===== src/rtl/fir_pkg.sv =====
// Shared defaults and derived widths for the FIR tap accumulator.
// Also holds the tap-sequencing state encoding.
package fir_pkg;

    localparam int DEF_PROD_WIDTH     = 34;
    localparam int DEF_NUM_TAPS       = 8;
    localparam int DEF_OUT_DATA_WIDTH = 21;
    localparam int DEF_SHIFT          = 13;

    // Headroom of log2(taps) bits makes the full sum overflow-free.
    function automatic int acc_width(input int pw, input int nt);
        return pw + $clog2(nt);
    endfunction

    typedef enum logic {
        IDLE  = 1'b0,
        ACCUM = 1'b1
    } tap_state_t;

endpackage


===== src/rtl/fir_round_sat.sv =====
// Round-half-up, arithmetic shift and saturate a completed sum.
// Purely combinational; the caller registers the result.
module fir_round_sat
    import fir_pkg::*;
#(
    parameter int ACC_WIDTH      = acc_width(DEF_PROD_WIDTH, DEF_NUM_TAPS),
    parameter int OUT_DATA_WIDTH = DEF_OUT_DATA_WIDTH,
    parameter int SHIFT          = DEF_SHIFT
) (
    input  logic [ACC_WIDTH-1:0]      acc,
    output logic [OUT_DATA_WIDTH-1:0] data,
    output logic                      sat
);

    localparam int EW = ACC_WIDTH + 1;

    localparam logic signed [EW-1:0] HALF =
        EW'(64'sd1 <<< (SHIFT - 1));
    localparam logic signed [EW-1:0] MAXV =
        EW'((64'sd1 <<< (OUT_DATA_WIDTH - 1)) - 64'sd1);
    localparam logic signed [EW-1:0] MINV =
        EW'(-(64'sd1 <<< (OUT_DATA_WIDTH - 1)));

    logic signed [EW-1:0] biased;
    logic signed [EW-1:0] shifted;

    // One guard bit keeps the rounding bias from wrapping the top of range.
    assign biased  = $signed({acc[ACC_WIDTH-1], acc}) + HALF;
    assign shifted = biased >>> SHIFT;

    always_comb begin
        data = shifted[OUT_DATA_WIDTH-1:0];
        sat  = 1'b0;
        if (shifted > MAXV) begin
            data = MAXV[OUT_DATA_WIDTH-1:0];
            sat  = 1'b1;
        end else if (shifted < MINV) begin
            data = MINV[OUT_DATA_WIDTH-1:0];
            sat  = 1'b1;
        end
    end

endmodule


===== src/rtl/fir_tap_accum.sv =====
// Sums NUM_TAPS tap products per output sample, then rounds,
// saturates and emits one registered sample per completed sum.
module fir_tap_accum
    import fir_pkg::*;
#(
    parameter int PROD_WIDTH     = DEF_PROD_WIDTH,
    parameter int NUM_TAPS       = DEF_NUM_TAPS,
    parameter int OUT_DATA_WIDTH = DEF_OUT_DATA_WIDTH,
    parameter int SHIFT          = DEF_SHIFT
) (
    input  logic                      clk,
    input  logic                      reset,
    input  logic                      in_prod_vld,
    input  logic [PROD_WIDTH-1:0]     in_prod,
    input  logic                      clear,
    output logic [OUT_DATA_WIDTH-1:0] out_data,
    output logic                      out_data_vld,
    output logic                      out_sat
);

    localparam int ACC_WIDTH = acc_width(PROD_WIDTH, NUM_TAPS);
    localparam int CW        = $clog2(NUM_TAPS);
    localparam logic [CW-1:0] LAST = CW'(NUM_TAPS - 1);

    tap_state_t state, state_nxt;
    logic [CW-1:0] cnt, cnt_nxt;
    logic acc_load;
    logic acc_add;
    logic last;

    logic [ACC_WIDTH-1:0] prod_ext;
    logic [ACC_WIDTH-1:0] acc;
    logic [ACC_WIDTH-1:0] sum;
    logic [ACC_WIDTH-1:0] final_sum;
    logic                 done;

    logic [OUT_DATA_WIDTH-1:0] rs_data;
    logic                      rs_sat;
    logic [OUT_DATA_WIDTH-1:0] pipe_data;
    logic                      pipe_sat;
    logic                      pipe_vld;

    assign prod_ext = {{(ACC_WIDTH - PROD_WIDTH){in_prod[PROD_WIDTH-1]}},
                       in_prod};
    assign sum      = acc + prod_ext;

    always_ff @(posedge clk or negedge reset) begin
        if (!reset) begin
            state <= IDLE;
            cnt   <= '0;
        end else begin
            state <= state_nxt;
            cnt   <= cnt_nxt;
        end
    end

    // A clear that coincides with a product restarts the sum on that product.
    always_comb begin
        state_nxt = state;
        cnt_nxt   = cnt;
        acc_load  = 1'b0;
        acc_add   = 1'b0;
        last      = 1'b0;
        unique case (state)
            IDLE: begin
                cnt_nxt = '0;
                if (in_prod_vld) begin
                    acc_load  = 1'b1;
                    cnt_nxt   = CW'(1);
                    state_nxt = ACCUM;
                end
            end
            ACCUM: begin
                if (clear) begin
                    cnt_nxt   = '0;
                    state_nxt = IDLE;
                    if (in_prod_vld) begin
                        acc_load  = 1'b1;
                        cnt_nxt   = CW'(1);
                        state_nxt = ACCUM;
                    end
                end else if (in_prod_vld) begin
                    acc_add = 1'b1;
                    if (cnt == LAST) begin
                        last      = 1'b1;
                        cnt_nxt   = '0;
                        state_nxt = IDLE;
                    end else begin
                        cnt_nxt = cnt + CW'(1);
                    end
                end
            end
            default: begin
                state_nxt = IDLE;
                cnt_nxt   = '0;
            end
        endcase
    end

    always_ff @(posedge clk or negedge reset) begin
        if (!reset) begin
            acc       <= '0;
            final_sum <= '0;
            done      <= 1'b0;
        end else begin
            if (acc_load) begin
                acc <= prod_ext;
            end else if (acc_add) begin
                acc <= sum;
            end
            if (last) begin
                final_sum <= sum;
            end
            done <= last;
        end
    end

    fir_round_sat #(
        .ACC_WIDTH      (ACC_WIDTH),
        .OUT_DATA_WIDTH (OUT_DATA_WIDTH),
        .SHIFT          (SHIFT)
    ) u_round_sat (
        .acc  (final_sum),
        .data (rs_data),
        .sat  (rs_sat)
    );

    // Clear never reaches past the final register, so results in flight survive it.
    always_ff @(posedge clk or negedge reset) begin
        if (!reset) begin
            pipe_data    <= '0;
            pipe_sat     <= 1'b0;
            pipe_vld     <= 1'b0;
            out_data     <= '0;
            out_sat      <= 1'b0;
            out_data_vld <= 1'b0;
        end else begin
            pipe_vld <= done;
            if (done) begin
                pipe_data <= rs_data;
                pipe_sat  <= rs_sat;
            end
            out_data_vld <= pipe_vld;
            if (pipe_vld) begin
                out_data <= pipe_data;
                out_sat  <= pipe_sat;
            end
        end
    end

endmodule


===== config.mk =====
export PLATFORM = sky130hd
export DESIGN_NAME = fir_tap_accum
export DESIGN_NICKNAME = d
export VERILOG_FILES = /design/src/rtl/fir_pkg.sv /design/src/rtl/fir_round_sat.sv /design/src/rtl/fir_tap_accum.sv
export SDC_FILE = /design/constraint.sdc
export NUM_CORES = 1
export LEC_CHECK = 0
export BUFFER_PORTS_ARGS = -buffer_cell sky130_fd_sc_hd__buf_2
export CAP_MARGIN = 5
export CORE_ASPECT_RATIO = 1.4
export CORE_MARGIN = 3
export CORE_UTILIZATION = 40
export DETAILED_ROUTE_END_ITERATION = 10
export GPL_TIMING_DRIVEN = 0
export SYNTH_ARGS = -nofsm -noshare
export SYNTH_HDL_FRONTEND = slang
export SYNTH_HIERARCHICAL = 1
export SYNTH_SLANG_ARGS = --single-unit

===== constraint.sdc =====
create_clock -name clk -period 3.7 [get_ports clk]
set_clock_uncertainty 0.15 [all_clocks]
set_input_delay 0 -clock clk [delete_from_list [all_inputs] [get_ports clk]]
set_output_delay 0 -clock clk [all_outputs]
set_load 0.1 [all_outputs]

==> run_results.csv <==
group,metric,value,unit
timing,setup_tns,0,ps
yosys,avgSynthCellArea,9.30,um^2
floorplan,ios,61,
cts,htree_levels,4,
floorplan,die_area,19600,um^2
placed_design,globalplace.congestion,0.912,
timing,fin_ws,169,ps
cts,root_buffer,"clkbuf_16",
worst_setup_path,r2r_end,"acc[30]$_DFFE_PN0P_",
timing,finalCriticalPeriod,3530,ps
min_path,hold_depth,5,
cells_and_area,drive_gt1_frac,0.194,
power_and_ir_drop,finalPower,4.14,mW
worst_setup_path,cpLargestDelayFamily,"compound AO/OA/AOI/OAI gates",
yosys,netlist_instances,773,
cells_and_area,nNetsFinal,971,
global_route,grt_pass1_wl,31400,um
timing,fmax,0.283,GHz
yosys,yosys_warnings,6,
cts,clk_pin_slew_worst_paths,60,ps
worst_setup_path,ff2ff_path_depth,12,
timing,period_share,0.954,
worst_setup_path,end_kind,"register",
power_and_ir_drop,powerDensity,468,nW/um^2
routing,dr.pass1.iters,5,
worst_setup_path,cp_cell_sequence,"ha_2 -> fa_2 -> a21o_1 -> and3_2 -> o2111ai_4 -> a211oi_4 -> o21ai_2 -> a21oi_1 -> o31a_1 -> or3_1 -> nand3_1 -> dlygate4sd3_1",
cts,cts.sinks,113,
worst_setup_path,cp_max_fo,4,
placed_design,io_buffers,59,
routing,drt_wl_total,18800,um
power_and_ir_drop,clkPwrFrac,0.397,
worst_setup_path,critPathMaxStageDelay,550,ps
cts,cts_tree,"built",
floorplan,initial_utilization,0.412,
worst_setup_path,r2r-start,"acc[0]$_DFFE_PN0P_",
power_and_ir_drop,ir_worst_vdd,0.206,mV
run_status,status,"complete, no violations",
timing,rsz0062_at_grt,"false",
global_route,grt_antenna_before_repair,0,
global_route,use_met2,0.374,
cells_and_area,final_util,0.506,
min_path,hold_class,"in -> reg",
cts,numCtsBuffers,17,
cts,cts_buffer_depth,2,
cells_and_area,nFillCells,1685,
min_path,worstHoldStart,"clear",
worst_setup_path,critPathSlowestCell,"dlygate4sd3_1",
power_and_ir_drop,swShare,0.323,
min_path,min_to,"acc[35]$_DFFE_PN0P_",
routing,num_vias,6125,
floorplan,std_cell_rows,57,
yosys,postSynthNetCount,851,
floorplan,die_h,165,um
global_route,grt_pass1_vias,6254,
routing,drc,0,
power_and_ir_drop,switching_power,1.34,mW
global_route,grt.total_usage,0.200,
job,cap_viol_max_count,0,
floorplan,core-area,17500,um^2
routing,via_per_inst,5.36,
power_and_ir_drop,combinationalPowerShare,0.272,
cells_and_area,antennaDiodeCount,0,
worst_setup_path,cp_num_buf_inv,1,
timing,setup_viol,0,
timing,finalMaxSlewViolations,0,
worst_setup_path,setup.worst_path.start_class,"register",
global_route,met1_usage,0.232,
placed_design,pre_cts_slack,469,ps
power_and_ir_drop,p_leak,4.00,nW
timing,tightest_slew,778,ps
routing,wl_per_cell,16.5,um
power_and_ir_drop,internal_power,2.80,mW
worst_setup_path,path_class,"reg -> reg",
cells_and_area,multi_input_comb_area,4180,um^2
worst_setup_path,worstPathRequired,3900,ps
routing,drtIter0Drc,383,
worst_setup_path,crit_arrival,3740,ps
global_route,grt.busiest_layer,"met2",
routing,antenna_left,0,
global_route,met3_usage,0.0353,
cts,insertion_delay,420,ps
placed_design,place_hpwl,14000,um
floorplan,die_x,119,um
timing,relSlewSlack,0.482,
global_route,grt_start_max_net_pins,65,
yosys,synth_area,7190,um^2
cells_and_area,seq_area,2830,um^2
timing,hold_violations,0,
timing,whs,19.1,ps
cells_and_area,syn2layout_area_growth,23.0,%
power_and_ir_drop,power_frac_seq,0.330,
worst_setup_path,rrSetupSlack,170,ps
global_route,grt_overflow,0,
-- per-stage QoR --
step,cell area (um^2),instances
final,8840,1142
after CTS,8810,1140
after detailed placement,7820,1069
after global routing,8840,1142
after floorplan,7190,773
after global placement,7780,1068
-- worst max path at each step --
stage | from | depth (start not counted) | slack, ps | endpoint
final | acc[0]$_DFFE_PN0P_ | 12 | 170 | acc[30]$_DFFE_PN0P_
after global routing | acc[0]$_DFFE_PN0P_ | 12 | 30 | acc[30]$_DFFE_PN0P_
after global placement | acc[1]$_DFFE_PN0P_ | 10 | 470 | acc[29]$_DFFE_PN0P_
after detailed placement | acc[1]$_DFFE_PN0P_ | 10 | 470 | acc[29]$_DFFE_PN0P_
after floorplan | acc[0]$_DFFE_PN0P_ | 11 | 850 | acc[34]$_DFFE_PN0P_
after CTS | acc[0]$_DFFE_PN0P_ | 12 | 40 | acc[30]$_DFFE_PN0P_
-- routing by layer --
layer	vias up	wire length [um]
met5	-	0
met4	0	382
met3	28	575
met2	107	10100
met1	2949	7730
li1	3041	-
-- sequential cells by signal (all words and copies together) (netlist names) --
signal,count
acc,37
cnt,3
done,1
final_sum,25
out_data,21
out_data_vld,1
out_sat,1
pipe_data,21
pipe_sat,1
pipe_vld,1
state,1
-- repair_timing --
| item | 4_1_cts | 5_1_grt |
|---|---|---|
| hold buffers | 39 | 0 |
| endpoints found under the setup margin | 0 | 1 |
| resized for setup | 0 | 4 |
| endpoints found under the hold margin | 150 | 0 |
| setup buffers | 0 | 2 |
-- power groups by stage --
| stage | Sequential [mW] | Clock [mW] | Combinational (mW) |
|---|---|---|---|
| finish | 1.37 | 1.64 | 1.13 |
| global route | 1.38 | 1.73 | 1.26 |
| CTS | 1.37 | 1.67 | 1.11 |
| detailed placement | 1.39 | 0 | 1.07 |
| global placement | 1.39 | 0 | 1.06 |
| floorplan | 1.38 | 0 | 0.797 |
-- final cells by class --
cell class,instances,share of cell area
multi-input combinational,612,0.473
sequential,113,0.320
timing repair buffer,101,0.0851
clock buffer,20,0.0517
tap,236,0.0334
buffer,40,0.0190
clock inverter,12,0.0150
inverter,8,0.00340
-- placed cells by master, fill, tap and decap left out, types with 5 or more instances in the layout --
cell and count:
o21ai_0 57, a21oi_1 86, mux2_2 45, nand3_1 23, o211ai_1 8, dfrtp_1 113, a21o_1 14, and3_1 15
clkbuf_16 17, a21oi_2 9, a211oi_1 5, nor3_1 14, dlygate4sd3_1 38, buf_1 5, nand2b_1 7, o21a_1 14
nor2b_1 9, a31oi_1 8, clkbuf_1 31, nor2_1 57, xor2_1 26, inv_1 8, nand4_1 9, nand2_1 73
ha_1 38, buf_2 60, xnor2_1 25, or3_1 5
-- worst reg2reg max path: stages (launching register included) --
cell           delay [ps]
dfrtp_1               380
ha_2                  200
fa_2                  350
a21o_1                200
and3_2                240
o2111ai_4             280
a211oi_4              110
o21ai_2               200
a21oi_1               100
o31a_1                280
or3_1                 350
nand3_1                80
dlygate4sd3_1         550
(Power assumes the default switching activity.)
